**src/rtl/game_pkg.sv**
```systemverilog
// Purpose : shared constants, state codes and platform geometry for the platformer.
// Latency : n/a (package only).
// Backpressure: n/a. The renderer imports this package as well.
package game_pkg;

    // Game state codes, carried to the renderer as S.
    typedef enum logic [2:0] {
        GAME_MENU = 3'b000,
        GAME_ON   = 3'b001,
        GAME_LOSE = 3'b010,
        GAME_WIN  = 3'b011
    } game_state_e;

    // Playfield extent and lava surface. Geometry is 11-bit signed so that
    // clamp and overflow compares cannot wrap.
    localparam logic signed [10:0] WIDTH    = 11'sd640;
    localparam logic signed [10:0] HEIGHT   = 11'sd480;
    localparam logic signed [10:0] LAVA_LVL = 11'sd440;

    // A platform spans x in [x_start, x_end). Its top surface is at plat_y.
    typedef struct packed {
        logic signed [10:0] x_start;
        logic signed [10:0] x_end;
        logic signed [10:0] plat_y;
    } plat_t;

    localparam int NUM_PLATS = 3;

    localparam plat_t PLAT1 = '{x_start: 11'sd50,  x_end: 11'sd200, plat_y: 11'sd425};
    localparam plat_t PLAT2 = '{x_start: 11'sd250, x_end: 11'sd350, plat_y: 11'sd375};
    localparam plat_t PLAT3 = '{x_start: 11'sd400, x_end: 11'sd550, plat_y: 11'sd425};

    // Index 0 is platform 1. Index 2 is the goal platform.
    localparam plat_t [NUM_PLATS-1:0] PLATS = {PLAT3, PLAT2, PLAT1};

    // True when a sprite of width w at left edge x shares a column with p.
    function automatic logic x_overlap(input logic signed [10:0] x,
                                       input logic signed [10:0] w,
                                       input plat_t              p);
        return ((x + w) > p.x_start) && (x < p.x_end);
    endfunction

endpackage

```
**src/rtl/game_controller_if.sv**
```systemverilog
// Purpose : groups the button, pixel-coordinate and renderer-facing signals of the game controller.
// Latency : n/a (wiring only).
// Backpressure: none. Buttons are levels, frame_tick is a pulse, and the outputs are always valid.
// Ports   : master = stimulus/board side, drives the inputs. slave = game_controller.
interface game_controller_if;
    logic       frame_tick;
    logic       btn_start;
    logic       btn_left;
    logic       btn_right;
    logic       btn_jump;
    logic [9:0] x_coord;
    logic [9:0] y_coord;
    logic [2:0] S;
    logic [9:0] char_x;
    logic [9:0] char_y;
    logic       in_char;

    modport master (
        output frame_tick, btn_start, btn_left, btn_right, btn_jump, x_coord, y_coord,
        input  S, char_x, char_y, in_char
    );

    modport slave (
        input  frame_tick, btn_start, btn_left, btn_right, btn_jump, x_coord, y_coord,
        output S, char_x, char_y, in_char
    );
endinterface

```
**src/rtl/player_physics.sv**
```systemverilog
// Purpose : one frame of player motion: walk, jump/gravity, platform landing, ceiling, and the lava/win flags.
// Latency : purely combinational. The caller registers the results on frame_tick.
// Backpressure: none.
// Ports   : x_i/y_i/vel_i current state. left_i/right_i/jump_i buttons.
//           x_o/y_o/vel_o next state. lava_o/win_o are the outcome of that next state.
module player_physics
    import game_pkg::*;
#(
    parameter int CHAR_WIDTH  = 6,
    parameter int CHAR_HEIGHT = 6,
    parameter int SPEED       = 2,
    parameter int JUMP_VEL    = -8,
    parameter int GRAVITY     = 1,
    parameter int MAX_FALL    = 8,
    parameter int WIN_X       = 520
) (
    input  logic              [9:0] x_i,
    input  logic              [9:0] y_i,
    input  logic signed       [5:0] vel_i,
    input  logic                    left_i,
    input  logic                    right_i,
    input  logic                    jump_i,
    output logic              [9:0] x_o,
    output logic              [9:0] y_o,
    output logic signed       [5:0] vel_o,
    output logic                    lava_o,
    output logic                    win_o
);

    localparam logic signed [10:0] CW   = 11'(CHAR_WIDTH);
    localparam logic signed [10:0] CH   = 11'(CHAR_HEIGHT);
    localparam logic signed [10:0] SP   = 11'(SPEED);
    localparam logic signed [10:0] JV   = 11'(JUMP_VEL);
    localparam logic signed [10:0] GR   = 11'(GRAVITY);
    localparam logic signed [10:0] MF   = 11'(MAX_FALL);
    localparam logic signed [10:0] WX   = 11'(WIN_X);
    localparam logic signed [10:0] ZERO = 11'sd0;

    logic signed [10:0] xs, ys, vs;
    logic signed [10:0] x_n, y_n, v;
    logic signed [10:0] land_y;
    logic               grounded, landed, lava;

    always_comb begin
        xs = $signed({1'b0, x_i});
        ys = $signed({1'b0, y_i});
        vs = $signed({{5{vel_i[5]}}, vel_i});

        // Horizontal move. Pressing both directions cancels out.
        x_n = xs;
        if (left_i && !right_i) begin
            x_n = xs - SP;
            if (x_n < ZERO) x_n = ZERO;
        end else if (right_i && !left_i) begin
            x_n = xs + SP;
            if (x_n > (WIDTH - CW)) x_n = WIDTH - CW;
        end

        // Standing test uses the new column but the old height. Walking off
        // an edge therefore starts the fall in the same frame.
        grounded = 1'b0;
        for (int i = 0; i < NUM_PLATS; i++) begin
            if (((ys + CH) == PLATS[i].plat_y) && x_overlap(x_n, CW, PLATS[i]))
                grounded = 1'b1;
        end

        if (grounded && jump_i)  v = JV;
        else if (grounded)       v = ZERO;
        else begin
            v = vs + GR;
            if (v > MF) v = MF;
        end

        y_n = ys + v;

        // Landing only on the way down, when the feet cross a platform top
        // this frame. The first surface crossed (smallest plat_y) wins.
        landed = 1'b0;
        land_y = ZERO;
        if (v > ZERO) begin
            for (int i = 0; i < NUM_PLATS; i++) begin
                if (x_overlap(x_n, CW, PLATS[i]) &&
                    ((ys + CH) <= PLATS[i].plat_y) &&
                    ((y_n + CH) >= PLATS[i].plat_y) &&
                    (!landed || (PLATS[i].plat_y < land_y))) begin
                    landed = 1'b1;
                    land_y = PLATS[i].plat_y;
                end
            end
        end
        if (landed) begin
            y_n = land_y - CH;
            v   = ZERO;
        end

        // Ceiling: a jump that would leave the top of the screen stops there.
        if (y_n < ZERO) begin
            y_n = ZERO;
            v   = ZERO;
        end

        lava = (y_n + CH) > LAVA_LVL;
    end

    assign x_o    = x_n[9:0];
    assign y_o    = y_n[9:0];
    assign vel_o  = v[5:0];
    assign lava_o = lava;
    // Lava beats goal. The goal needs the player standing on platform 3 far enough right.
    assign win_o  = !lava && ((y_n + CH) == PLATS[2].plat_y) &&
                    x_overlap(x_n, CW, PLATS[2]) && (x_n >= WX);

    // The high bits are always zero/sign copies once clamped.
    logic unused_bits;
    assign unused_bits = ^{x_n[10], y_n[10], v[10:6]};

endmodule

```
**src/rtl/game_controller.sv**
```systemverilog
// Purpose : game-state FSM (menu/on/lose/win), per-frame player registers and the per-pixel sprite hit.
// Latency : state/position update one clock after frame_tick or the start edge. in_char has zero latency.
// Backpressure: none. Inputs are sampled every clock, and outputs are always valid.
// Ports   : clk, rst (synchronous, active high). bus = game_controller_if slave: buttons,
//           frame_tick and pixel coordinates in; S, char_x, char_y and in_char out.
module game_controller
    import game_pkg::*;
#(
    parameter int CHAR_WIDTH  = 6,
    parameter int CHAR_HEIGHT = 6,
    parameter int SPEED       = 2,
    parameter int JUMP_VEL    = -8,
    parameter int GRAVITY     = 1,
    parameter int MAX_FALL    = 8,
    parameter int START_X     = 100,
    parameter int START_Y     = 419,
    parameter int WIN_X       = 520
) (
    input  logic               clk,
    input  logic               rst,
    game_controller_if.slave   bus
);

    localparam logic [9:0]  START_X_V = 10'(START_X);
    localparam logic [9:0]  START_Y_V = 10'(START_Y);
    localparam logic [10:0] CW_U      = 11'(CHAR_WIDTH);
    localparam logic [10:0] CH_U      = 11'(CHAR_HEIGHT);

    game_state_e        state_q;
    logic         [9:0] x_q, y_q;
    logic signed  [5:0] vel_q;
    logic               start_q;

    logic         [9:0] x_d, y_d;
    logic signed  [5:0] vel_d;
    logic               lava, win;
    logic               start_edge;

    assign start_edge = bus.btn_start && !start_q;

    player_physics #(
        .CHAR_WIDTH  (CHAR_WIDTH),
        .CHAR_HEIGHT (CHAR_HEIGHT),
        .SPEED       (SPEED),
        .JUMP_VEL    (JUMP_VEL),
        .GRAVITY     (GRAVITY),
        .MAX_FALL    (MAX_FALL),
        .WIN_X       (WIN_X)
    ) u_physics (
        .x_i     (x_q),
        .y_i     (y_q),
        .vel_i   (vel_q),
        .left_i  (bus.btn_left),
        .right_i (bus.btn_right),
        .jump_i  (bus.btn_jump),
        .x_o     (x_d),
        .y_o     (y_d),
        .vel_o   (vel_d),
        .lava_o  (lava),
        .win_o   (win)
    );

    always_ff @(posedge clk) begin
        if (rst) begin
            state_q <= GAME_MENU;
            x_q     <= START_X_V;
            y_q     <= START_Y_V;
            vel_q   <= '0;
            start_q <= 1'b0;
        end else begin
            start_q <= bus.btn_start;
            case (state_q)
                // Entering play always respawns. A frame_tick in the same
                // cycle is deliberately not applied.
                GAME_MENU: begin
                    if (start_edge) begin
                        state_q <= GAME_ON;
                        x_q     <= START_X_V;
                        y_q     <= START_Y_V;
                        vel_q   <= '0;
                    end
                end
                GAME_ON: begin
                    if (bus.frame_tick) begin
                        x_q   <= x_d;
                        y_q   <= y_d;
                        vel_q <= vel_d;
                        if (lava)     state_q <= GAME_LOSE;
                        else if (win) state_q <= GAME_WIN;
                    end
                end
                GAME_LOSE, GAME_WIN: begin
                    if (start_edge) state_q <= GAME_MENU;
                end
                default: state_q <= GAME_MENU;
            endcase
        end
    end

    assign bus.S      = state_q;
    assign bus.char_x = x_q;
    assign bus.char_y = y_q;

    // Combinational so the hit stays aligned with the pixel the renderer is drawing.
    assign bus.in_char = (state_q == GAME_ON) &&
                         ({1'b0, bus.x_coord} >= {1'b0, x_q}) &&
                         ({1'b0, bus.x_coord} <  ({1'b0, x_q} + CW_U)) &&
                         ({1'b0, bus.y_coord} >= {1'b0, y_q}) &&
                         ({1'b0, bus.y_coord} <  ({1'b0, y_q} + CH_U));

endmodule
```
**src/flat_wrapper.sv**
```systemverilog
// flat-port wrapper written by rule: the top's interface ports become plain ports
module game_controller_flat import game_pkg::*;
#(
    parameter int CHAR_WIDTH  = 6,
    parameter int CHAR_HEIGHT = 6,
    parameter int SPEED       = 2,
    parameter int JUMP_VEL    = -8,
    parameter int GRAVITY     = 1,
    parameter int MAX_FALL    = 8,
    parameter int START_X     = 100,
    parameter int START_Y     = 419,
    parameter int WIN_X       = 520
)
  (clk, rst, bus_frame_tick, bus_btn_start, bus_btn_left, bus_btn_right, bus_btn_jump, bus_x_coord, bus_y_coord, bus_S, bus_char_x, bus_char_y, bus_in_char);
  game_controller_if bus_i ();
  input  logic clk;
  input  logic rst;
  input wire logic [$bits(bus_i.frame_tick)-1:0] bus_frame_tick;
  input wire logic [$bits(bus_i.btn_start)-1:0] bus_btn_start;
  input wire logic [$bits(bus_i.btn_left)-1:0] bus_btn_left;
  input wire logic [$bits(bus_i.btn_right)-1:0] bus_btn_right;
  input wire logic [$bits(bus_i.btn_jump)-1:0] bus_btn_jump;
  input wire logic [$bits(bus_i.x_coord)-1:0] bus_x_coord;
  input wire logic [$bits(bus_i.y_coord)-1:0] bus_y_coord;
  output wire logic [$bits(bus_i.S)-1:0] bus_S;
  output wire logic [$bits(bus_i.char_x)-1:0] bus_char_x;
  output wire logic [$bits(bus_i.char_y)-1:0] bus_char_y;
  output wire logic [$bits(bus_i.in_char)-1:0] bus_in_char;
  assign bus_i.frame_tick = bus_frame_tick;
  assign bus_i.btn_start = bus_btn_start;
  assign bus_i.btn_left = bus_btn_left;
  assign bus_i.btn_right = bus_btn_right;
  assign bus_i.btn_jump = bus_btn_jump;
  assign bus_i.x_coord = bus_x_coord;
  assign bus_i.y_coord = bus_y_coord;
  assign bus_S = bus_i.S;
  assign bus_char_x = bus_i.char_x;
  assign bus_char_y = bus_i.char_y;
  assign bus_in_char = bus_i.in_char;
  game_controller #(.CHAR_WIDTH(CHAR_WIDTH), .CHAR_HEIGHT(CHAR_HEIGHT), .SPEED(SPEED), .JUMP_VEL(JUMP_VEL), .GRAVITY(GRAVITY), .MAX_FALL(MAX_FALL), .START_X(START_X), .START_Y(START_Y), .WIN_X(WIN_X)) u_core (.clk(clk), .rst(rst), .bus(bus_i));
endmodule
```
**config.mk**
```make
export PLATFORM = sky130hd
export DESIGN_NAME = game_controller_flat
export DESIGN_NICKNAME = d
export VERILOG_FILES = /design/src/rtl/game_pkg.sv /design/src/rtl/game_controller_if.sv /design/src/rtl/player_physics.sv /design/src/rtl/game_controller.sv /design/src/flat_wrapper.sv
export SDC_FILE = /design/constraint.sdc
export NUM_CORES = 1
export LEC_CHECK = 0
export ABC_AREA = 1
export BUFFER_PORTS_ARGS = -buffer_cell sky130_fd_sc_hd__buf_4
export CORE_ASPECT_RATIO = 1.75
export CORE_MARGIN = 1
export CORE_UTILIZATION = 34
export CTS_BUF_LIST = sky130_fd_sc_hd__clkbuf_4 sky130_fd_sc_hd__clkbuf_8
export DETAILED_ROUTE_END_ITERATION = 8
export PLACE_DENSITY_LB_ADDON = 0.08
export SLEW_MARGIN = 30
export SYNTH_ARGS = -nofsm -noshare
export SYNTH_HDL_FRONTEND = slang
export SYNTH_SLANG_ARGS = --single-unit
```
**constraint.sdc**
```tcl
create_clock -name clk -period 11.5 [get_ports clk]
set_input_delay 2.3 -clock clk [delete_from_list [all_inputs] [get_ports clk]]
set_output_delay 2.3 -clock clk [all_outputs]
set_load 0.02 [all_outputs]
```
==> summary.md <==
| Metric | Value |
|---|---|
| Final Instance Area | roughly 6200 sq um |
| Max-cap violations | 0 |
| Fmax | 106 MHz |
| Sink Count | 29 |
| Port bufs | just under 50 |
| Hold Crit Class | reg -> reg |
| Post-CTS Resized | 0 |
| Leading cell types in the layout, fill and taps excluded | nand2_1 (270), inv_1 (117), nand3_1 (80), nor2_1 (80), ha_1 (67) |
| Yosys Warn Count | 0 |
| Row count | a little over 60 |
| EDFF count, synth | 0 |
| Hold Vio Cnt, Final | 0 |
| Largest net degree at the start of global routing | 22 |
| RSZ-0062 raised after global routing | false |
| CTS tree | done |
| CTS root buf | clkbuf_8 |
| Post-CTS setup buffer count | 0 |
| Synthesized cell area | 5580 sq um |
| Crit path max fanout | 17 |
| Filler Cell Count | 1772 |
| Reg2Reg Setup Slack | approximately 3300 ps |
| PnR worst setup slack | ~2100 ps |
| NumNets Final | 1082 |
| Top_reg_cell synth | dfxtp_1 |
| Syn Nets | about 1000 |
| Ys async rst share | 0% |
| Setup tns final | 0 ps |
| IO Pins | 51 |
| # diodes | 0 |
| Clock skew | 8.17 ps |
| Pins Over Slew Limit | 0 |
| Slew headroom | between 40% and 50% |
| Share of layout cells above drive strength 1 | 15.9% |
| GP Congestion | 0.890 |
| Gr ovfl total | 0 |
| Vias | 6126 |
| Worst-path clk slew | around 60 ps |
| Initial antenna violation count | 0 |
| 1st-pass router iterations | 5 |
| Worst-Margin Slew | 750 ps |
| Vias in the first global route | approximately 6000 |
| DRC violations left | 0 |
| CTS Buf Count | 5 |
| Synthesized area per cell | between 5 and 6 sq um |
| Die area | 17000 sq um |
| Drt total wl | approximately 19000 um |
| Seq/Total Area, Yosys | roughly a tenth |
| Wire per inst | about 16 um |
| Final worst path period share | 81.8% |
| Remaining antenna violation count | 0 |
| CP startpoint kind | input port |
| H-tree depth reported by CTS | 2 |
| Maximum clock path buffer count | 2 |
| Global Route Usage Sum | between 20% and 30% |
| DP Wirelength | ~16000 um |
| Crit Path Category | in -> reg |
| Period minus WS final | between 9000 and 10000 ps |
| CP max-delay cell | nor2_1 |
| Starting density of the core | 35.0% |
| Status | finished clean |
| Clk_lat worst skew | approximately 290 ps |
| Hold_ws | ~470 ps |
| Critical Path RT | 11680 ps |
| Crit path DAT | around 9600 ps |
| Cell mode on critical path | nand2_1 |
| Die X-Extent | 98.9 um |
| Die height | approximately 170 um |
| P&R area growth vs syn | 11.0% |
| Synth unique cells | just under 50 |
| Crit end category | flop |
| Pre-CTS setup slack | roughly 1900 ps |
| CP peak stage delay | approximately 440 ps |
| Setup Viol. Count Final | 0 |
| Commonest non-fill, non-tap cell in the layout | nand2_1 |
| Dpl cell area | ~6100 sq um |
| Via density | 5.20 |
| First-pass GRT wire length | roughly 30000 um |
| Hold_buf cts | 0 |
| Synth Register Bits | 29 |
| 1st-iter DRT viols | approximately 210 |
| Syn Inst Count | 947 |
| CORE AREA | 16000 sq um |
## per-layer routing
layer | vias up | global-route usage (%) | wire (um)
met3 | 48 | 0.975 | 348
met1 | 2793 | 20.4 | 6640
met5 | - | 0 | 0
li1 | 3164 | - | -
met4 | 0 | 13.9 | 1060
met2 | 121 | 48.4 | 11000
## final timing paths
check	start	endpoint	cells after the start
max	bus_btn_right	u_core.bus.S[0]	59
min	u_core.vel_q[4]	u_core.vel_q[4]	2
max reg2reg	u_core.bus.char_x[1]	u_core.bus.S[0]	63
min reg2reg	u_core.vel_q[4]	u_core.vel_q[4]	2
## synth_stat cells, types with 2 or more instances
cell type	count	area, sq um
inv_2	18	67.6
inv_1	117	439
a21o_1	2	15.0
nand3_2	9	90.1
nor2_2	8	50.1
o21a_1	10	75.1
nand4_1	21	131
o22ai_1	4	25.0
o21ai_2	2	17.5
a21oi_1	53	265
o211ai_1	5	37.5
clkbuf_1	6	22.5
nor3_1	14	70.1
ha_1	67	838
clkinv_1	4	15.0
a21boi_0	4	30.0
nand3_1	80	400
nand2_1	270	1010
nand3b_1	6	45.0
xor2_1	13	114
nand2_2	39	244
a31oi_1	5	31.3
buf_4	6	45.0
o21bai_1	2	15.0
nor4_1	5	31.3
o221ai_1	3	26.3
o21ai_0	27	135
nor2_1	80	300
nor2_4	7	78.8
a21oi_2	4	35.0
nand3_4	3	52.6
buf_6	2	22.5
nand2_4	7	78.8
dfxtp_1	29	581
## through the flow
stage | cells | util, %
2_1_floorplan | 947 | -
3_3_place_gp | 1169 | 38.1
3_5_place_dp | 1169 | 38.1
4_1_cts | 1177 | 38.9
5_1_grt | 1177 | 38.9
6_report | 1177 | 38.9
## cells by family (layout without fill, tap and decap cells)
| group | Yosys count | count (layout) | synth area share (%) |
|---|---|---|---|
| and+or+nand+nor | 553 | 553 | 47.1 |
| buffers and inverters | 155 | 196 | 11.3 |
| AOI/OAI and AO/OA | 128 | 128 | 13.7 |
| adders and majority gates | 68 | 68 | 15.4 |
| DFF | 29 | 29 | 10.4 |
| xor gates and xnor gates | 13 | 13 | 2.04 |
| other | 1 | 1 | 0.0672 |
## critical path: cells and delay by family
kind	cells	cell delay, ps
buffers and inverters	14	1220
AOI/OAI and AO/OA	1	150
adders and majority gates	5	1280
and+or+nand+nor	39	4650
## flip-flops by register name, indices dropped and copies added (netlist names)
register / count
u_core.start_q: 1
u_core.bus.char_x: 10
u_core.vel_q: 6
u_core.bus.S: 2
u_core.bus.char_y: 10
## area by class of cell
type                    count  area (sq um)  area share [%]
flip-flops and latches     29           581            9.37
clock buffers               7          90.1            1.45
well taps                 189           236            3.82
clock inverters             1          30.0           0.484
repair buffers             49           368            5.93
multi-input cells         763          4370            70.5
inverters                 139           522            8.42
Power is left out: the tool's default activity adds up to more than one toggle a clock period on the data nets, which glitch-free logic cannot reach.
